**src/rtl/aes_pkg.sv**
```systemverilog
// Shared types and helpers for the AES CTR sequencing stage.
package aes_pkg;

  localparam int AES_BLOCK_W = 128;

  typedef logic [AES_BLOCK_W-1:0] aes_block_t;

  // S_NOIV: waiting for an IV, S_RUN: idle and ready, S_CALC: core settling,
  // S_OUT: result presented downstream.
  typedef enum logic [1:0] {
    S_NOIV = 2'd0,
    S_RUN  = 2'd1,
    S_CALC = 2'd2,
    S_OUT  = 2'd3
  } ctr_state_e;

  // Increment only the low 'width' bits of the counter block. The low field
  // wraps to zero, and no carry propagates into the upper bits.
  function automatic aes_block_t ctr_inc(input aes_block_t blk, input int width);
    aes_block_t mask;
    aes_block_t inc;
    if (width >= AES_BLOCK_W) begin
      mask = {AES_BLOCK_W{1'b1}};
    end else if (width <= 0) begin
      mask = {AES_BLOCK_W{1'b0}};
    end else begin
      mask = (128'd1 << width) - 128'd1;
    end
    inc = blk + 128'd1;
    return (blk & ~mask) | (inc & mask);
  endfunction

endpackage

```
**src/rtl/aes_ctr_stage.sv**
```systemverilog
// CTR-mode sequencing stage placed around a combinational AES-128 core.
// The stage holds the counter block and drives it to the core plaintext input.
// It XORs the core ciphertext (the keystream) with each accepted data block.
// The core_pt -> core_ct path is a two-cycle multicycle path. core_pt changes
// only on iv_load or at the end of S_CALC, so it is stable for at least two
// cycles before core_ct is sampled.
module aes_ctr_stage
  import aes_pkg::*;
#(
  parameter int CTR_WIDTH = 32
) (
  input  logic                   clk,
  input  logic                   rst,
  input  logic                   iv_load,
  input  logic [AES_BLOCK_W-1:0] iv,
  input  logic                   in_valid,
  output logic                   in_ready,
  input  logic [AES_BLOCK_W-1:0] in_data,
  output logic                   out_valid,
  input  logic                   out_ready,
  output logic [AES_BLOCK_W-1:0] out_data,
  output logic [AES_BLOCK_W-1:0] core_pt,
  input  logic [AES_BLOCK_W-1:0] core_ct,
  output logic                   busy
);

  ctr_state_e state_q;
  ctr_state_e state_d;
  aes_block_t ctr_q;
  aes_block_t ctr_d;
  aes_block_t data_q;
  aes_block_t data_d;
  aes_block_t out_data_q;
  aes_block_t out_data_d;
  logic       out_valid_q;
  logic       out_valid_d;
  logic       busy_q;
  logic       busy_d;
  logic       in_ready_s;
  logic       accept_s;

  // Ready decode. iv_load blocks every handshake in the cycle it is asserted.
  always_comb begin
    in_ready_s = 1'b0;
    if (iv_load) begin
      in_ready_s = 1'b0;
    end else if (state_q == S_RUN) begin
      in_ready_s = 1'b1;
    end else if ((state_q == S_OUT) && out_ready) begin
      in_ready_s = 1'b1;
    end else begin
      in_ready_s = 1'b0;
    end
    accept_s = in_valid && in_ready_s;
  end

  // Next-state logic. iv_load overrides everything and drops any pending block.
  always_comb begin
    state_d = state_q;
    if (iv_load) begin
      state_d = S_RUN;
    end else begin
      case (state_q)
        S_NOIV: state_d = S_NOIV;
        S_RUN: begin
          if (in_valid) begin
            state_d = S_CALC;
          end else begin
            state_d = S_RUN;
          end
        end
        S_CALC: state_d = S_OUT;
        S_OUT: begin
          if (out_ready && in_valid) begin
            state_d = S_CALC;
          end else if (out_ready) begin
            state_d = S_RUN;
          end else begin
            state_d = S_OUT;
          end
        end
        default: state_d = S_NOIV;
      endcase
    end
  end

  // Datapath. Load the counter, capture the input, and form the result
  // while in S_CALC.
  always_comb begin
    ctr_d      = ctr_q;
    data_d     = data_q;
    out_data_d = out_data_q;
    if (iv_load) begin
      ctr_d = iv;
    end else if (state_q == S_CALC) begin
      ctr_d      = ctr_inc(ctr_q, CTR_WIDTH);
      out_data_d = data_q ^ core_ct;
    end else begin
      ctr_d = ctr_q;
    end
    if (accept_s) begin
      data_d = in_data;
    end else begin
      data_d = data_q;
    end
  end

  // Output flag decode from the next state, so that the flags are registered.
  always_comb begin
    out_valid_d = 1'b0;
    busy_d      = 1'b0;
    case (state_d)
      S_NOIV: begin
        out_valid_d = 1'b0;
        busy_d      = 1'b0;
      end
      S_RUN: begin
        out_valid_d = 1'b0;
        busy_d      = 1'b0;
      end
      S_CALC: begin
        out_valid_d = 1'b0;
        busy_d      = 1'b1;
      end
      S_OUT: begin
        out_valid_d = 1'b1;
        busy_d      = 1'b1;
      end
      default: begin
        out_valid_d = 1'b0;
        busy_d      = 1'b0;
      end
    endcase
  end

  // State and datapath registers with synchronous reset.
  always_ff @(posedge clk) begin
    if (rst) begin
      state_q     <= S_NOIV;
      ctr_q       <= {AES_BLOCK_W{1'b0}};
      data_q      <= {AES_BLOCK_W{1'b0}};
      out_data_q  <= {AES_BLOCK_W{1'b0}};
      out_valid_q <= 1'b0;
      busy_q      <= 1'b0;
    end else begin
      state_q     <= state_d;
      ctr_q       <= ctr_d;
      data_q      <= data_d;
      out_data_q  <= out_data_d;
      out_valid_q <= out_valid_d;
      busy_q      <= busy_d;
    end
  end

  assign in_ready  = in_ready_s;
  assign out_valid = out_valid_q;
  assign out_data  = out_data_q;
  assign core_pt   = ctr_q;
  assign busy      = busy_q;

endmodule

```
**config.mk**
```make
export PLATFORM = sky130hd
export DESIGN_NAME = aes_ctr_stage
export DESIGN_NICKNAME = d
export VERILOG_FILES = /design/src/rtl/aes_pkg.sv /design/src/rtl/aes_ctr_stage.sv
export SDC_FILE = /design/constraint.sdc
export NUM_CORES = 1
export LEC_CHECK = 0
export ABC_AREA = 1
export CORE_AREA = 4 4 253 255
export CTS_CLUSTER_SIZE = 8
export DETAILED_ROUTE_END_ITERATION = 8
export DIE_AREA = 0 0 257 259
export PLACE_DENSITY_LB_ADDON = 0.05
export SETUP_SLACK_MARGIN = 0.4
export SLEW_MARGIN = 10
export SYNTH_ARGS = -nofsm -noshare
export SYNTH_HDL_FRONTEND = slang
export SYNTH_SLANG_ARGS = --single-unit
```
**constraint.sdc**
```tcl
create_clock -name clk -period 2 [get_ports clk]
set_input_delay 0.5 -clock clk [delete_from_list [all_inputs] [get_ports clk]]
set_output_delay 0.5 -clock clk [all_outputs]
set_load 0.03 [all_outputs]
```
==> results of run 1 <==
-- registers in the layout, indices dropped and copies added, names as in the netlist --
signal	count
out_valid	1
state_q	2
busy	1
out_data	128
data_q	128
core_pt	128
-- metal layers --
metal	up-vias	GRT usage, %	share of wire (%)
li1	7723	-	-
met1	7341	23.0	40
met2	457	34.4	51
met3	92	6.87	7.7
met4	22	4.03	1.5
met5	-	0	0.24
-- logic make-up after synthesis --
family	Yosys count
simple gates	679
flops	388
fa+ha+maj	1
xor+xnor	136
buf+inv	189
compound gates	544
-- worst max-delay path, stage by stage, from the launching register on --
cell and delay (ns):
dfxtp_2 0.35, inv_2 0.05, nor3_4 0.25, buf_12 0.14, buf_8 0.12
-- layout make-up --
type | instances | area, sq um | share of cell area, %
clock buffer | 60 | 1410 | 5.55
clock inverter | 2 | 17.5 | 0.0691
timing repair buffer | 733 | 7750 | 30.6
inverter | 44 | 171 | 0.677
antenna | 4 | 10.0 | 0.0395
tap | 837 | 1050 | 4.13
multi-input combinational | 1360 | 6800 | 26.9
sequential | 388 | 8130 | 32.1
-- power groups by stage --
stage	clock network, mW	registers (mW)	logic [mW]
3_5_place_dp	0	8.38	2.84
3_3_place_gp	0	8.38	2.83
2_1_floorplan	0	8.77	0.823
4_1_cts	8.54	8.24	2.88
5_1_grt	8.80	8.31	3.15
6_report	8.21	8.28	2.93
-- timing repair --
action	CTS	global route
pin swaps	1	3
buffers inserted	27	7
gates resized for setup	1243	749
gates cloned	0	2
setup endpoints to repair	335	508
-- Yosys cell counts --
| cell type | count | area, sq um |
|---|---|---|
| nor2_1 | 247 | 927 |
| nor3_1 | 2 | 10.0 |
| nand4_1 | 1 | 6.26 |
| nand2_2 | 1 | 6.26 |
| ha_1 | 1 | 12.5 |
| clkbuf_1 | 76 | 285 |
| dfxtp_1 | 388 | 7770 |
| inv_1 | 43 | 161 |
| nor2_2 | 4 | 25.0 |
| buf_1 | 4 | 15.0 |
| a31oi_1 | 12 | 75.1 |
| nand2_1 | 264 | 991 |
| nor3_4 | 1 | 16.3 |
| buf_6 | 10 | 113 |
| a211oi_1 | 2 | 15.0 |
| or2_2 | 3 | 18.8 |
| nor2_4 | 3 | 33.8 |
| o21ai_0 | 242 | 1210 |
| clkinv_1 | 1 | 3.75 |
| buf_2 | 47 | 235 |
| xor2_1 | 5 | 43.8 |
| xnor2_1 | 131 | 1150 |
| a22o_1 | 6 | 52.6 |
| a21oi_1 | 282 | 1410 |
| nand3_1 | 153 | 766 |
| buf_4 | 8 | 60.1 |
-- through the flow --
step,util [%],std cells
after floorplan,-,1937
after global placement,37.2,3326
after detailed placement,37.2,3326
after CTS,40.3,3415
after global routing,41.1,3427
final,41.1,3428
-- final timing paths --
kind | from | end | slack (ns) | depth (start not counted)
setup / recovery | state_q[0] | in_ready | -0.007 | 4
setup reg to reg | state_q[1] | out_data[52] | 0.18 | 9
hold / removal | in_valid | data_q[115] | 0.32 | 3
hold reg to reg | data_q[45] | data_q[45] | 0.47 | 2
==> results.txt, run 1 <==
routed len/inst: 20.2 microns
Switching Share: 25.7%
final wirelength: 69,100 microns
post-synth cell types: 26
Fin Hold WS: 0.322 ns
gpl congestion: 0.794
nets: 2,972
area share of fa/ha/maj cells after synthesis: 0.0812%
period utilization: 100%
max_cap viols: 0
Port Buffers: 647
Highest Clock Rate: 498 MHz
Die Span X: 257 microns
Tot Pwr: 19.4 mW
Synth Area in Compound Gates: 17.9%
Arr. time, crit path: 1.51 ns
multiplexer share of the synthesized area: 0%
Initial Util: 25.0%
CP Launch Type: flop
largest net degree at the start of global routing: 164
clock share of power: 42.3%
fill count: 6,243
clock latency on the worst-skew pair: 0.58 ns
Synth Instances: 1,937
Clock Tree Buf Depth: 3
status: complete, but fails checks
CTS root buf: clkbuf_16
DR iter-0 viols: 827
commonest non-fill, non-tap cells in the layout: clkdlybuf4s50_1, a21oi_1, nand2_1
DP Area: 22,900 sq um
worst hold path type: in -> reg
cell-internal power: 14.4 mW
Syn Nets: 2,327
via count: 15.6k
layout cells sized above 1: 25.3%
failing checks: negative setup slack
Sequential Power Share: 42.6%
via/cell ratio: 4.56
first-pass GRT wire length: 101,000 microns
LEAKAGE: 9.68 nW
fin crit period: 2.01 ns
Num CTS Buffers: 55
crit end category: output pin
commonest non-fill, non-tap cell in the layout: clkdlybuf4s50_1
row count: 91
Worst Path Required: 1.50 ns
Area growth syn-to-layout: 64.4%
initial antenna violation count: 16
first drt pass iteration count: 5
post-route cell area: 25,300 sq um
Combinational Power Share: 15.1%
Pwr Density: 767 nW/um^2
GRT overflow: 0
Peak VDD IR: 0.532 mV
CTS tree: done
Place WS: -0.0901 ns
Synth warnings: 0
Worst Slack Setup Final: -0.00671 ns
htree depth: 2
Antenna Nets Post-Route: 0
Max Slew Vio Count: 0
Die H: 259 microns
Total GRT Usage: 19.5%
I/O pins: 648
Die Area: 66,600 sq um
clock-pin slew on the worst setup and hold paths: 0.05 ns
DP HPWL: 49,600 microns
number of global-route vias before repair: 15.6k
core box area: 61,600 sq um
# setup viols final: 1
main combinational cell family by area after synthesis: simple AND/OR/NAND/NOR gates
simple-gate share of the synthesized area: 18.2%
unrepaired setup endpoints after global routing: true
Post-Syn Area: 15,400 sq um
slew margin rel.: 43.3%
Syn Area/Cell: 7.96 sq um
hold_buf cts: 0
sw power: 4.99 mW
Final TNS setup: -0.00671 ns
sequential share of the synthesized area: 50.4%
crit path max fanout: 4
WS Path Type: reg -> out
Final Hold Viols: 0
Setup Skew: 0.0118 ns
Synth Register Bits: 388
Worst Tran Pin Value: 0.850 ns
# clock sinks: 388
XOR/XNOR share of the synthesized area: 7.73%
DRC: 0
Note: power is estimated with default switching activity, not from simulation.
==> inputs of run 2 (changes only) <==
Settings changed: SETUP_SLACK_MARGIN 0.4 to default.
==> run 2 against run 1 <==
  * The flow still finishes with violations (negative setup slack)
  * Setup slack worse by 0.025 ns
  * Critical endpoint unchanged
  * Wire length is 1.1% higher
  * Register-to-register slack about the same
  * Cell count decreased by 0.53%
  * Critical path depth is the same
  * Combinational power shrank 8.2%
  * Design area is 4.4% lower
==> results.txt, run 2 (synthesis gave the netlist of run 1 again) <==
hold path cells: 2 (-1)
fin crit period: 2.03 ns (+0.0252 ns)
fill count: 6,355 (+1.8%)
Peak VDD IR: 0.716 mV (+35%)
Pwr Density: 798 nW/um^2 (+4.0%)
DP Area: 22,900 sq um (about the same)
GR met3 Demand/Resource: 7.35% (+0.48 points)
crit end category: output pin
nets: 2,948 (-0.81%)
initial antenna violation count: 23 (+7)
number of global-route vias before repair: 15.5k (-0.68%)
LEAKAGE: 9.73 nW (+0.51%)
status: complete, but fails checks
commonest non-fill, non-tap cells in the layout: dfxtp_1, clkdlybuf4s50_1, a21oi_1
busiest layer in global routing: met2
via count: 15.5k (-0.70%)
Reg2Reg Depth: 12 (+3)
Num CTS Buffers: 55 (unchanged)
Max Slew Vio Count: 0 (unchanged)
largest net degree at the start of global routing: 130 (-21%)
Worst Tran Pin Value: 0.605 ns (-0.245 ns)
crit path max fanout: 3 (-1)
Worst Slack Setup Final: -0.0319 ns (-0.0252 ns)
Highest Clock Rate: 492 MHz (-1.2%)
row count: 91 (unchanged)
post-route cell area: 24,200 sq um (-4.4%)
CP Launch Type: flop
htree depth: 2 (unchanged)
Final TNS setup: -0.0319 ns (-0.0252 ns)
clock latency on the worst-skew pair: 0.59 ns (about the same)
worst hold path type: in -> reg
max_cap viols: 0 (unchanged)
layout cells sized above 1: 6.32% (-19 points)
sw power: 5.05 mW (+1.1%)
Die H: 259 microns (unchanged)
first-pass GRT wire length: 100,000 microns (-0.23%)
Area growth syn-to-layout: 57.3%
Initial Util: 25.0% (unchanged)
# setup viols final: 1 (unchanged)
routed len/inst: 20.5 microns (+1.7%)
Setup Skew: 0.0194 ns (+0.00756 ns)
# clock sinks: 388 (unchanged)
I/O pins: 648 (unchanged)
core box area: 61,600 sq um (unchanged)
DR iter-0 viols: 736 (-11%)
CTS tree: done
Switching Share: 26.1% (+0.41 points)
GR Util met2: 35.2% (+0.74 points)
period utilization: 102% (+1.3 points)
clock-pin slew on the worst setup and hold paths: 0.05 ns (about the same)
Place WS: -0.135 ns (-0.0454 ns)
DP HPWL: 50,500 microns (+1.7%)
Clock Tree Buf Depth: 3 (unchanged)
reg2reg setup slack: 0.18 ns (about the same)
CTS root buf: clkbuf_16
cell-internal power: 14.3 mW (-1.0%)
Antenna Nets Post-Route: 0 (unchanged)
Die Area: 66,600 sq um (unchanged)
met1 Use GR: 22.1% (-0.92 points)
Worst Path Required: 1.50 ns (about the same)
Die Span X: 257 microns (unchanged)
first drt pass iteration count: 7 (+2)
commonest non-fill, non-tap cell in the layout: dfxtp_1
WS Path Type: reg -> out
final wirelength: 69,900 microns (+1.1%)
Sequential Power Share: 42.6% (about the same)
gpl congestion: 0.821 (+3.4%)
slew margin rel.: 59.7% (+16 points)
failing checks: negative setup slack
Combinational Power Share: 13.9% (-1.2 points)
Port Buffers: 647 (unchanged)
via/cell ratio: 4.55 (-0.18%)
unrepaired setup endpoints after global routing: true
GRT overflow: 0 (unchanged)
DRC: 0 (unchanged)
Arr. time, crit path: 1.53 ns (+0.02 ns)
clock share of power: 43.5% (+1.2 points)
Final Hold Viols: 0 (unchanged)
Total GRT Usage: 19.6% (+0.081 points)
## run 2: cell count changes in the layout (fill, tap and decap cells not counted), moves of 7 or more
cell | previous run | this run
dfxtp_1 | 148 | 387
dfxtp_2 | 216 | 1
clkdlybuf4s15_2 | 1 | 8
buf_6 | 240 | 2
dfxtp_4 | 24 | 0
clkdlybuf4s15_1 | 1 | 14
dlygate4sd2_1 | 13 | 230
buf_4 | 61 | 38
## run 2: power groups by stage
stage               Clock (mW)  Sequential, mW  Combinational (mW)
floorplan                    0            8.77               0.823
global placement             0            8.38                2.84
detailed placement           0            8.38                2.84
CTS                       8.75            8.22                2.72
global route              9.01            8.25                2.90
finish                    8.41            8.23                2.69
## run 2: path summary, 6_finish.rpt
| check | to | from |
|---|---|---|
| worst max-delay path | in_ready | state_q[0] |
| worst min-delay path | data_q[66] | rst |
| worst max register to register | core_pt[11] | state_q[1] |
| worst min register to register | data_q[72] | data_q[72] |
## run 2: metrics by stage
stage          cells  hold WS (ns)  total power, mW  util, %
2_1_floorplan   1937         0.452             9.59        -
3_3_place_gp    3330         0.460             11.2     37.2
3_5_place_dp    3330         0.464             11.2     37.2
4_1_cts         3397         0.174             19.7     39.2
5_1_grt         3405         0.206             20.2     39.3
6_report        3410         0.214             19.3     39.3
## run 2: area by class of cell
type	count	area, sq um	area share (%)
antenna	8	20.0	0.0826
clock buffer	61	1430	5.90
clock inverter	3	33.8	0.139
inverter	44	170	0.702
multi-input combinational	1360	6790	28.0
sequential	388	7770	32.1
tap	837	1050	4.32
timing repair buffer	709	6970	28.8
## run 2: metal layers
| metal | vias to the layer above | share of wire, % | wire (microns) |
|---|---|---|---|
| li1 | 7681 | - | - |
| met1 | 7241 | 39 | 27600 |
| met5 | - | 0.30 | 211 |
| met2 | 467 | 51 | 35300 |
| met3 | 108 | 8.0 | 5570 |
| met4 | 28 | 1.8 | 1220 |
## run 2: timing repair
item,4_1_cts,5_1_grt
endpoints found under the hold margin,0,0
resized for setup,293,20
endpoints found under the setup margin,258,102
pin swaps,1,2
hold buffers,0,0
buffers inserted,3,3
cloned,0,2
## run 2: critical path, cell delays in order, from the launching register on
cell	delay, ns
dfxtp_2	0.34
inv_2	0.05
nor3_4	0.27
buf_6	0.15
buf_8	0.12
